File: config.mk
export PLATFORM = sky130hd
export DESIGN_NAME = rx_frame_reader_flat
export DESIGN_NICKNAME = d
export VERILOG_FILES = /design/src/rtl/rx_frame_reader_if.sv /design/src/rtl/rx_frame_reader.sv /design/src/flat_wrapper.sv
export SDC_FILE = /design/constraint.sdc
export NUM_CORES = 1
export LEC_CHECK = 0
export BUFFER_PORTS_ARGS = -buffer_cell sky130_fd_sc_hd__buf_4
export CAP_MARGIN = 20
export CORE_ASPECT_RATIO = 0.9
export CORE_MARGIN = 4
export CORE_UTILIZATION = 58
export CTS_CLUSTER_SIZE = 28
export DETAILED_ROUTE_END_ITERATION = 10
export PLACE_DENSITY_LB_ADDON = 0.12
export SETUP_SLACK_MARGIN = 0.1
export SLEW_MARGIN = 40
export SYNTH_ARGS = -nofsm -noshare
export SYNTH_HDL_FRONTEND = slang
export SYNTH_SLANG_ARGS = --single-unit
export TNS_END_PERCENT = 10
File: constraint.sdc
create_clock -name clk_100_mhz -period 5.5 [get_ports clk_100_mhz]
set_input_delay 1.1 -clock clk_100_mhz [delete_from_list [all_inputs] [get_ports clk_100_mhz]]
set_output_delay 1.1 -clock clk_100_mhz [all_outputs]
set_load 0.05 [all_outputs]
File: src/rtl/rx_frame_reader_if.sv
// Payload stream from rx_frame_reader to its consumer: valid/ready handshake with last/err.
interface rx_frame_reader_if;
    logic [31:0] m_data;
    logic        m_valid;
    logic        m_ready;
    logic        m_last;
    logic        m_err;

    modport master (
        output m_data,
        output m_valid,
        output m_last,
        output m_err,
        input  m_ready
    );

    modport slave (
        input  m_data,
        input  m_valid,
        input  m_last,
        input  m_err,
        output m_ready
    );
endinterface

File: src/rtl/rx_frame_reader.sv
// Drains received MAC frames from the rx FIFO, filters on EtherType and streams the payload.
// Optional stall timeout with a synthetic error word is enabled by defining RX_TIMEOUT_EN.
module rx_frame_reader #(
    parameter int CLEAR_CYCLES   = 4,
    parameter int TIMEOUT_CYCLES = 1024
) (
    input  logic                     clk_100_mhz,
    input  logic                     rst,
    input  logic                     rx_ready,
    input  logic [31:0]              rx_data,
    output logic                     rx_read_en,
    input  logic                     rx_empty,
    input  logic [15:0]              rx_data_count,
    input  logic [15:0]              rx_protocol_type,
    output logic                     rx_clear,
    input  logic                     filter_en,
    input  logic [15:0]              filter_type,
    rx_frame_reader_if.master        m_if,
    output logic [15:0]              frame_count,
    output logic [15:0]              drop_count
);
    typedef enum logic [2:0] {
        IDLE,
        CHECK,
        STREAM,
        CLEAR,
        WAIT_LOW
    } state_t;

    state_t      state;
    state_t      state_next;

    logic [15:0] words_left;
    logic [31:0] buf_data [2];
    logic [1:0]  buf_last;
    logic        wr_ptr;
    logic        rd_ptr;
    logic [1:0]  occ;
    logic [1:0]  occ_next;
    logic        rd_pending;
    logic        rd_pending_last;
    logic [3:0]  clr_cnt;
    logic        pop;
    logic        pop_buf;
    logic        reject;

    logic [31:0] out_data;
    logic        out_valid;
    logic        out_last;
    logic        out_err;

`ifdef RX_TIMEOUT_EN
    logic [15:0] stall_cnt;
    logic        timed_out;

    assign timed_out = (stall_cnt == 16'(TIMEOUT_CYCLES));
`endif

    assign reject = (rx_data_count == 16'd0) ||
                    (filter_en && (rx_protocol_type != filter_type));

    always_ff @(posedge clk_100_mhz) begin
        if (rst) begin
            state <= IDLE;
        end else begin
            state <= state_next;
        end
    end

    // Reads are allowed only while the buffer plus the in-flight read still fit in two entries.
    always_comb begin
        state_next = state;
        rx_read_en = 1'b0;
        out_data   = 32'd0;
        out_valid  = 1'b0;
        out_last   = 1'b0;
        out_err    = 1'b0;
        pop        = 1'b0;
        pop_buf    = 1'b0;
        occ_next   = occ + {1'b0, rd_pending};

        case (state)
            IDLE: begin
                if (rx_ready) begin
                    state_next = CHECK;
                end
            end
            CHECK: begin
                state_next = reject ? CLEAR : STREAM;
            end
            STREAM: begin
                if (occ != 2'd0) begin
                    out_valid = 1'b1;
                    out_data  = buf_data[rd_ptr];
                    out_last  = buf_last[rd_ptr];
`ifdef RX_TIMEOUT_EN
                end else if (timed_out && !rd_pending) begin
                    out_valid = 1'b1;
                    out_last  = 1'b1;
                    out_err   = 1'b1;
`endif
                end
                pop      = out_valid && m_if.m_ready;
                pop_buf  = pop && (occ != 2'd0);
                occ_next = occ + {1'b0, rd_pending} - {1'b0, pop_buf};
                if (!rx_empty && (words_left != 16'd0) && (occ_next < 2'd2)
`ifdef RX_TIMEOUT_EN
                    && !timed_out
`endif
                   ) begin
                    rx_read_en = 1'b1;
                end
                if (pop && out_last) begin
                    state_next = CLEAR;
                end
            end
            CLEAR: begin
                if (clr_cnt == 4'(CLEAR_CYCLES - 1)) begin
                    state_next = WAIT_LOW;
                end
            end
            WAIT_LOW: begin
                if (!rx_ready) begin
                    state_next = IDLE;
                end
            end
            default: state_next = IDLE;
        endcase
    end

    always_ff @(posedge clk_100_mhz) begin
        if (rst) begin
            words_left      <= 16'd0;
            buf_data[0]     <= 32'd0;
            buf_data[1]     <= 32'd0;
            buf_last        <= 2'b00;
            wr_ptr          <= 1'b0;
            rd_ptr          <= 1'b0;
            occ             <= 2'd0;
            rd_pending      <= 1'b0;
            rd_pending_last <= 1'b0;
            clr_cnt         <= 4'd0;
            frame_count     <= 16'd0;
            drop_count      <= 16'd0;
        end else begin
            rd_pending      <= rx_read_en;
            rd_pending_last <= rx_read_en && (words_left == 16'd1);

            if (state == CHECK) begin
                words_left <= rx_data_count;
                if (reject) begin
                    drop_count <= drop_count + 16'd1;
                end
            end else if (rx_read_en) begin
                words_left <= words_left - 16'd1;
            end

            if (state == STREAM) begin
                if (rd_pending) begin
                    buf_data[wr_ptr] <= rx_data;
                    buf_last[wr_ptr] <= rd_pending_last;
                    wr_ptr           <= ~wr_ptr;
                end
                if (pop_buf) begin
                    rd_ptr <= ~rd_ptr;
                end
                occ <= occ_next;
                if (pop && out_last) begin
                    if (out_err) begin
                        drop_count <= drop_count + 16'd1;
                    end else begin
                        frame_count <= frame_count + 16'd1;
                    end
                end
            end else begin
                wr_ptr <= 1'b0;
                rd_ptr <= 1'b0;
                occ    <= 2'd0;
            end

            clr_cnt <= (state == CLEAR) ? clr_cnt + 4'd1 : 4'd0;
        end
    end

`ifdef RX_TIMEOUT_EN
    // Only genuine FIFO starvation counts as a stall; a full output buffer does not.
    always_ff @(posedge clk_100_mhz) begin
        if (rst || (state != STREAM) || rx_read_en) begin
            stall_cnt <= 16'd0;
        end else if ((words_left != 16'd0) && rx_empty && !timed_out) begin
            stall_cnt <= stall_cnt + 16'd1;
        end
    end
`endif

    assign rx_clear      = (state == CLEAR);
    assign m_if.m_data   = out_data;
    assign m_if.m_valid  = out_valid;
    assign m_if.m_last   = out_last;
    assign m_if.m_err    = out_err;
endmodule

File: src/flat_wrapper.sv
// flat-port wrapper written by rule: the top's interface ports become plain ports
module rx_frame_reader_flat 
#(
    parameter int CLEAR_CYCLES   = 4,
    parameter int TIMEOUT_CYCLES = 1024
)
  (clk_100_mhz, rst, rx_ready, rx_data, rx_read_en, rx_empty, rx_data_count, rx_protocol_type, rx_clear, filter_en, filter_type, frame_count, drop_count, m_if_m_data, m_if_m_valid, m_if_m_last, m_if_m_err, m_if_m_ready);
  rx_frame_reader_if m_if_i ();
  input  logic clk_100_mhz;
  input  logic rst;
  input  logic rx_ready;
  input  logic [31:0] rx_data;
  output logic rx_read_en;
  input  logic rx_empty;
  input  logic [15:0] rx_data_count;
  input  logic [15:0] rx_protocol_type;
  output logic rx_clear;
  input  logic filter_en;
  input  logic [15:0] filter_type;
  output logic [15:0] frame_count;
  output logic [15:0] drop_count;
  output wire logic [$bits(m_if_i.m_data)-1:0] m_if_m_data;
  output wire logic [$bits(m_if_i.m_valid)-1:0] m_if_m_valid;
  output wire logic [$bits(m_if_i.m_last)-1:0] m_if_m_last;
  output wire logic [$bits(m_if_i.m_err)-1:0] m_if_m_err;
  input wire logic [$bits(m_if_i.m_ready)-1:0] m_if_m_ready;
  assign m_if_m_data = m_if_i.m_data;
  assign m_if_m_valid = m_if_i.m_valid;
  assign m_if_m_last = m_if_i.m_last;
  assign m_if_m_err = m_if_i.m_err;
  assign m_if_i.m_ready = m_if_m_ready;
  rx_frame_reader #(.CLEAR_CYCLES(CLEAR_CYCLES), .TIMEOUT_CYCLES(TIMEOUT_CYCLES)) u_core (.clk_100_mhz(clk_100_mhz), .rst(rst), .rx_ready(rx_ready), .rx_data(rx_data), .rx_read_en(rx_read_en), .rx_empty(rx_empty), .rx_data_count(rx_data_count), .rx_protocol_type(rx_protocol_type), .rx_clear(rx_clear), .filter_en(filter_en), .filter_type(filter_type), .m_if(m_if_i), .frame_count(frame_count), .drop_count(drop_count));
endmodule
* After elaboration in Yosys (flattened, before gate mapping) *
Memory sizes are Yosys's and may differ from the RTL's. A register that Yosys moved wholly into a read port is not among the register bits.
Index checks and enable logic that the tools add are counted.

storage, ports and cells
  register bits = 63
  bits in writable memories = 64
  input bits = 86
  output and inout port bits = 69
  word-level logic and storage cells = 96
  memories kept = 1

memory list
  name             depth  width  rd ports  clocked after Yosys merged registers in  wr ports  line                   RTL
  u_core.buf_data  2      32     1         1                                        2         rx_frame_reader.sv:34  logic [31:0] buf_data [2];

operators by class
  $add $sub $neg = 6
  $lt $le $gt $ge = 4
  eq/ne operators = 11
  muxes and demuxes = 36
  bitwise operators = 4
  reduce and logical (&&, ||, !) cells = 23

operators with widths
  cell                                                  number
  2-to-1 mux 32 bit                                     3
  adder 16 x 1 -> 16 bit, second input constant         2
  2-to-1 mux 16 bit                                     2
  OR reduction 32 bit                                   1
  2-to-1 mux 1 bit                                      24
  equality test 16 x 1 -> 1 bit, second input constant  1
  logical NOT 16 bit                                    1
  != test 16 bit                                        1
  nonzero test 16 bit                                   1
  subtractor 16 x 1 -> 16 bit, second input constant    1
  case mux 3 bit (5 select lines)                       1
  2-to-1 mux 3 bit                                      4
  logical AND 1 bit                                     9
  equality test 3 x 2 -> 1 bit, second input constant   2
  AND reduction 2 bit                                   3
  adder 4 x 1 -> 4 bit, second input constant           1
  equality test 4 x 2 -> 1 bit, second input constant   1
  < comparator 1 x 2 -> 1 bit, second input constant    2
  != test 2 x 1 -> 1 bit, second input constant         2
  != test 2 bit, second input constant                  2
  NOT 1 bit                                             4
  AND reduction 4 bit                                   1
  nonzero test 2 bit                                    2
  OR reduction 2 bit                                    2
  other kinds (11)                                      11

* Longest topological paths before layout *
  depth in word-level cells = 12
  mapped depth = 12
  mapped depth without buffers = 12

* Least setup slack after synthesis *
OpenSTA, ideal clock, no wires.

  kind = input -> output
  start = input port m_if_m_ready
  end = output port rx_read_en
  arrival time = 2.922 ns
  required time = 4.400 ns
  path slack = 1.478 ns
  stages = 9
  buffers on the path = 0
  cell sequence = o21ai_0 > clkinv_1 > ha_1 > inv_1 > ha_1 > xor3_1 > or3_4 > a21o_1 > inv_2

between the ends
  word-level cells in the longest chain between the ends = 7

ends and longest elaborated chain
  item                       line                    RTL
  start: declaration         flat_wrapper.sv:26      input wire logic [$bits(m_if_i.m_ready)-1:0] m_if_m_ready;
  logical AND 1 bit          rx_frame_reader.sv:103  pop = out_valid && m_if.m_ready;
  logical AND 1 bit          rx_frame_reader.sv:104  pop_buf = pop && (occ != 2'd0);
  subtractor 2 x 1 -> 2 bit  rx_frame_reader.sv:105  occ_next = occ + {1'b0, rd_pending} - {1'b0, pop_buf};
  < comparator 2 bit         rx_frame_reader.sv:106  if (!rx_empty && (words_left != 16'd0) && (occ_next < 2'd2)
  logical AND 1 bit          rx_frame_reader.sv:106
  2-to-1 mux 1 bit           rx_frame_reader.sv:106
  2-to-1 mux 1 bit           rx_frame_reader.sv:82   case (state)
  end: declaration           flat_wrapper.sv:13      output logic rx_read_en;

Every way passes these cells.

* Worst setup path in the final report *
Same ends and word-level chain as after synthesis.

==> impl_metrics.toml <==
[global_route]
grt_pass1_vias = 5032
antenna_found_initial = 0
grt_max_degree = 58
grt_overflow_total = 0
grt_usage_pct = 24.07
grt_first_pass_wirelength_mm = 23.55

[cts]
cts_hold_buf = 0
clock_latency_ns = 0.41
cts_buffers = 17
clockRootBuffer = "clkbuf_16"
cts_buffer_depth = 2
cts_tree = "yes"
cts_num_sinks = 128
post_cts_resized = 0
htree_levels = 4
clk_pin_slew_worst_paths_ns = 0.05
cts_setup_buffers = 0

[layout]
final_common_cell = "buf_4"
diodes = 0
final_cell_mix = "buf_4 (157), nor2_1 (76), and2_1 (66)"
finish.instance_area_um2 = 8053
drive_gt1_share_pct = 27.32
nets = 846
syn2layout_area_growth_pct = 30.95

[yosys]
syn_inst = 602
ys_seq_elements = 128
synth.distinct_cells = 58
syn_avg_cell_area_um2 = 10.22
yosysWarnings = 0
syn-cell-area_um2 = 6150
ys_async_sr_fraction_pct = 0
synth_top_area_share_pct = 31.25
yosysSeqAreaShare_pct = 52.09
yosys-top-cells-area = "edfxtp_1 (31%), dfxtp_1 (21%), and2_1 (6.7%)"
synth_fp_nets = 696
yosys.area.top_type = "edfxtp_1"
synth_ff_type = "edfxtp_1"
synth_edf_count = 64

[worst_setup_path]
crit_path_start_kind = "primary input"
path_class = "primary input to output pin"
arrival_ns = 3.30
cp_max_fo = 9
required_ns = 4.40
crit_path_end_kind = "output pin"

[power_and_ir_drop]
p_per_area_nw_per_um2 = 308.8
ir_drop_uv = 201.3
p_leak_nw = 3.213

[timing]
worstMarginPinSlew_ns = 0.7022
rsz0062_at_grt = "no"
finalSetupTns_ns = 0
slew_headroom_pct = 52.98
setup_violations = 0
timing.final.crit_share_pct = 80.05
fmax_ghz = 0.2271
final-hold-violation-count = 0
fin_skew_ns = 0.01070
drv_slew = 0
period_needed_ns = 4.402

[placement]
placed_cell_area_um2 = 7435
place.gp.congestion = 0.8260
hpwlAfterDp_mm = 9.788
portBuffers = 153

[detailed_routing]
final_antenna_net_count = 0
vias = 4996
routed_wl_mm = 14.51
via_per_inst = 5.588
wl_per_cell_um = 16.23
drt_iter0_markers = 317
route.detailed.drc = 0
drt-pass1-iter-count = 5

[worst_hold_path]
worstHoldPathType = "flip-flop to flip-flop"

[die]
die_y_um = 105.7
dieArea_um2 = 12320
die_x_um = 116.5
start_util_pct = 59.76
pin_count = 155
fp.coreArea_um2 = 10290
rows = 35

[status]
status = "complete, no violations"

[flow_run]
cap_violations = 0
==> routing by layer <==
| metal | global-route usage (%) | up-vias | wire length (um) |
|---|---|---|---|
| met5 | 0 | - | 0 |
| met4 | 7.207 | 0 | 170 |
| met3 | 7.118 | 16 | 1075 |
| met2 | 41.30 | 184 | 7429 |
| met1 | 29.03 | 2365 | 5836 |
| li1 | - | 2431 | - |
==> path summary, 6_finish.rpt <==
check | startpoint | end | slack, ns | cells after the start
setup / recovery | m_if_m_ready | rx_read_en | 1.10 | 11
hold / removal | u_core.clr_cnt[0]$_SDFF_PP0_ | u_core.clr_cnt[0]$_SDFF_PP0_ | 0.46 | 1
setup reg to reg | u_core.occ[1]$_SDFF_PP0_ | u_core.words_left[9]$_SDFFE_PP0P_ | 2.26 | 11
hold reg to reg | u_core.clr_cnt[0]$_SDFF_PP0_ | u_core.clr_cnt[0]$_SDFF_PP0_ | 0.46 | 1
==> worst max-delay path, stage by stage <==
cell and delay (ns):
buf_4 0.10, o21ai_0 0.12, clkinv_1 0.27, ha_1 0.33, inv_1 0.06, ha_1 0.14, xor3_1 0.26, or3_4 0.36
a21o_1 0.19, inv_2 0.13, buf_4 0.22
==> synthesized netlist by cell type, types with 15 or more instances <==
cell / count
edfxtp_1: 64
nor2_1: 76
dfxtp_1: 64
mux2i_1: 35
nand2_1: 27
a21oi_1: 20
or3_1: 16
xor2_1: 34
o21ai_0: 21
and2_1: 66
nand3_1: 17
clkbuf_1: 22
inv_1: 15
==> registers in the layout, summed over array words and instances (netlist names), named ones only <==
| name | flops |
|---|---|
| u_core.rd_ptr | 1 |
| u_core.state | 3 |
| u_core.words_left | 16 |
| u_core.occ | 2 |
| u_core.frame_count | 16 |
| u_core.rd_pending | 1 |
| u_core.wr_ptr | 1 |
| u_core.drop_count | 16 |
| u_core.buf_last | 2 |
| u_core.buf_data | 64 |
| u_core.rd_pending_last | 1 |
| u_core.clr_cnt | 4 |
==> cell families (layout without fill, tap and decap cells) <==
group | Yosys count | count (layout) | synth area share, %
adders and majority gates | 8 | 8 | 1.628
buffers and inverters | 46 | 209 | 3.072
other | 1 | 1 | 0.06098
xor gates and xnor gates | 39 | 39 | 5.799
AOI/OAI and AO/OA | 76 | 76 | 7.894
muxes | 36 | 36 | 5.880
DFF | 128 | 128 | 52.09
and+or+nand+nor | 268 | 268 | 23.58
==> power breakdown <==
| part | internal (mW) | total, mW | switching [mW] | leakage [nW] |
|---|---|---|---|---|
| Clock | 0.721 | 1.15 | 0.428 | 0.292 |
| Sequential | 1.04 | 1.08 | 0.0369 | 1.18 |
| Combinational | 0.119 | 0.262 | 0.143 | 1.74 |
| Total | 1.88 | 2.49 | 0.608 | 3.21 |
==> final cells by class <==
type                            instances  area (um^2)
Multi-Input combinational cell        428         2798
Fill cell                             698         2238
Timing Repair Buffer                  160         1216
Sequential cell                       128         3207
Clock buffer                           18        429.2
Tap cell                              129        161.4
Inverter                               17        63.81
Clock inverter                         14        177.7
==> through the flow <==
| step | cells | utilization (%) | total power, mW | setup slack [ns] | hold slack [ns] |
|---|---|---|---|---|---|
| after floorplan | 602 | - | 1.252 | 1.478 | 0.4175 |
| final | 894 | 78.25 | 2.487 | 1.098 | 0.4618 |
| after CTS | 893 | 78.14 | 2.499 | 1.109 | 0.4676 |
| after global routing | 894 | 78.25 | 2.581 | 0.9907 | 0.4917 |
| after global placement | 859 | 71.82 | 1.340 | 1.164 | 0.4297 |
| after detailed placement | 861 | 72.24 | 1.352 | 1.111 | 0.4599 |
(Power assumes the default switching activity.)
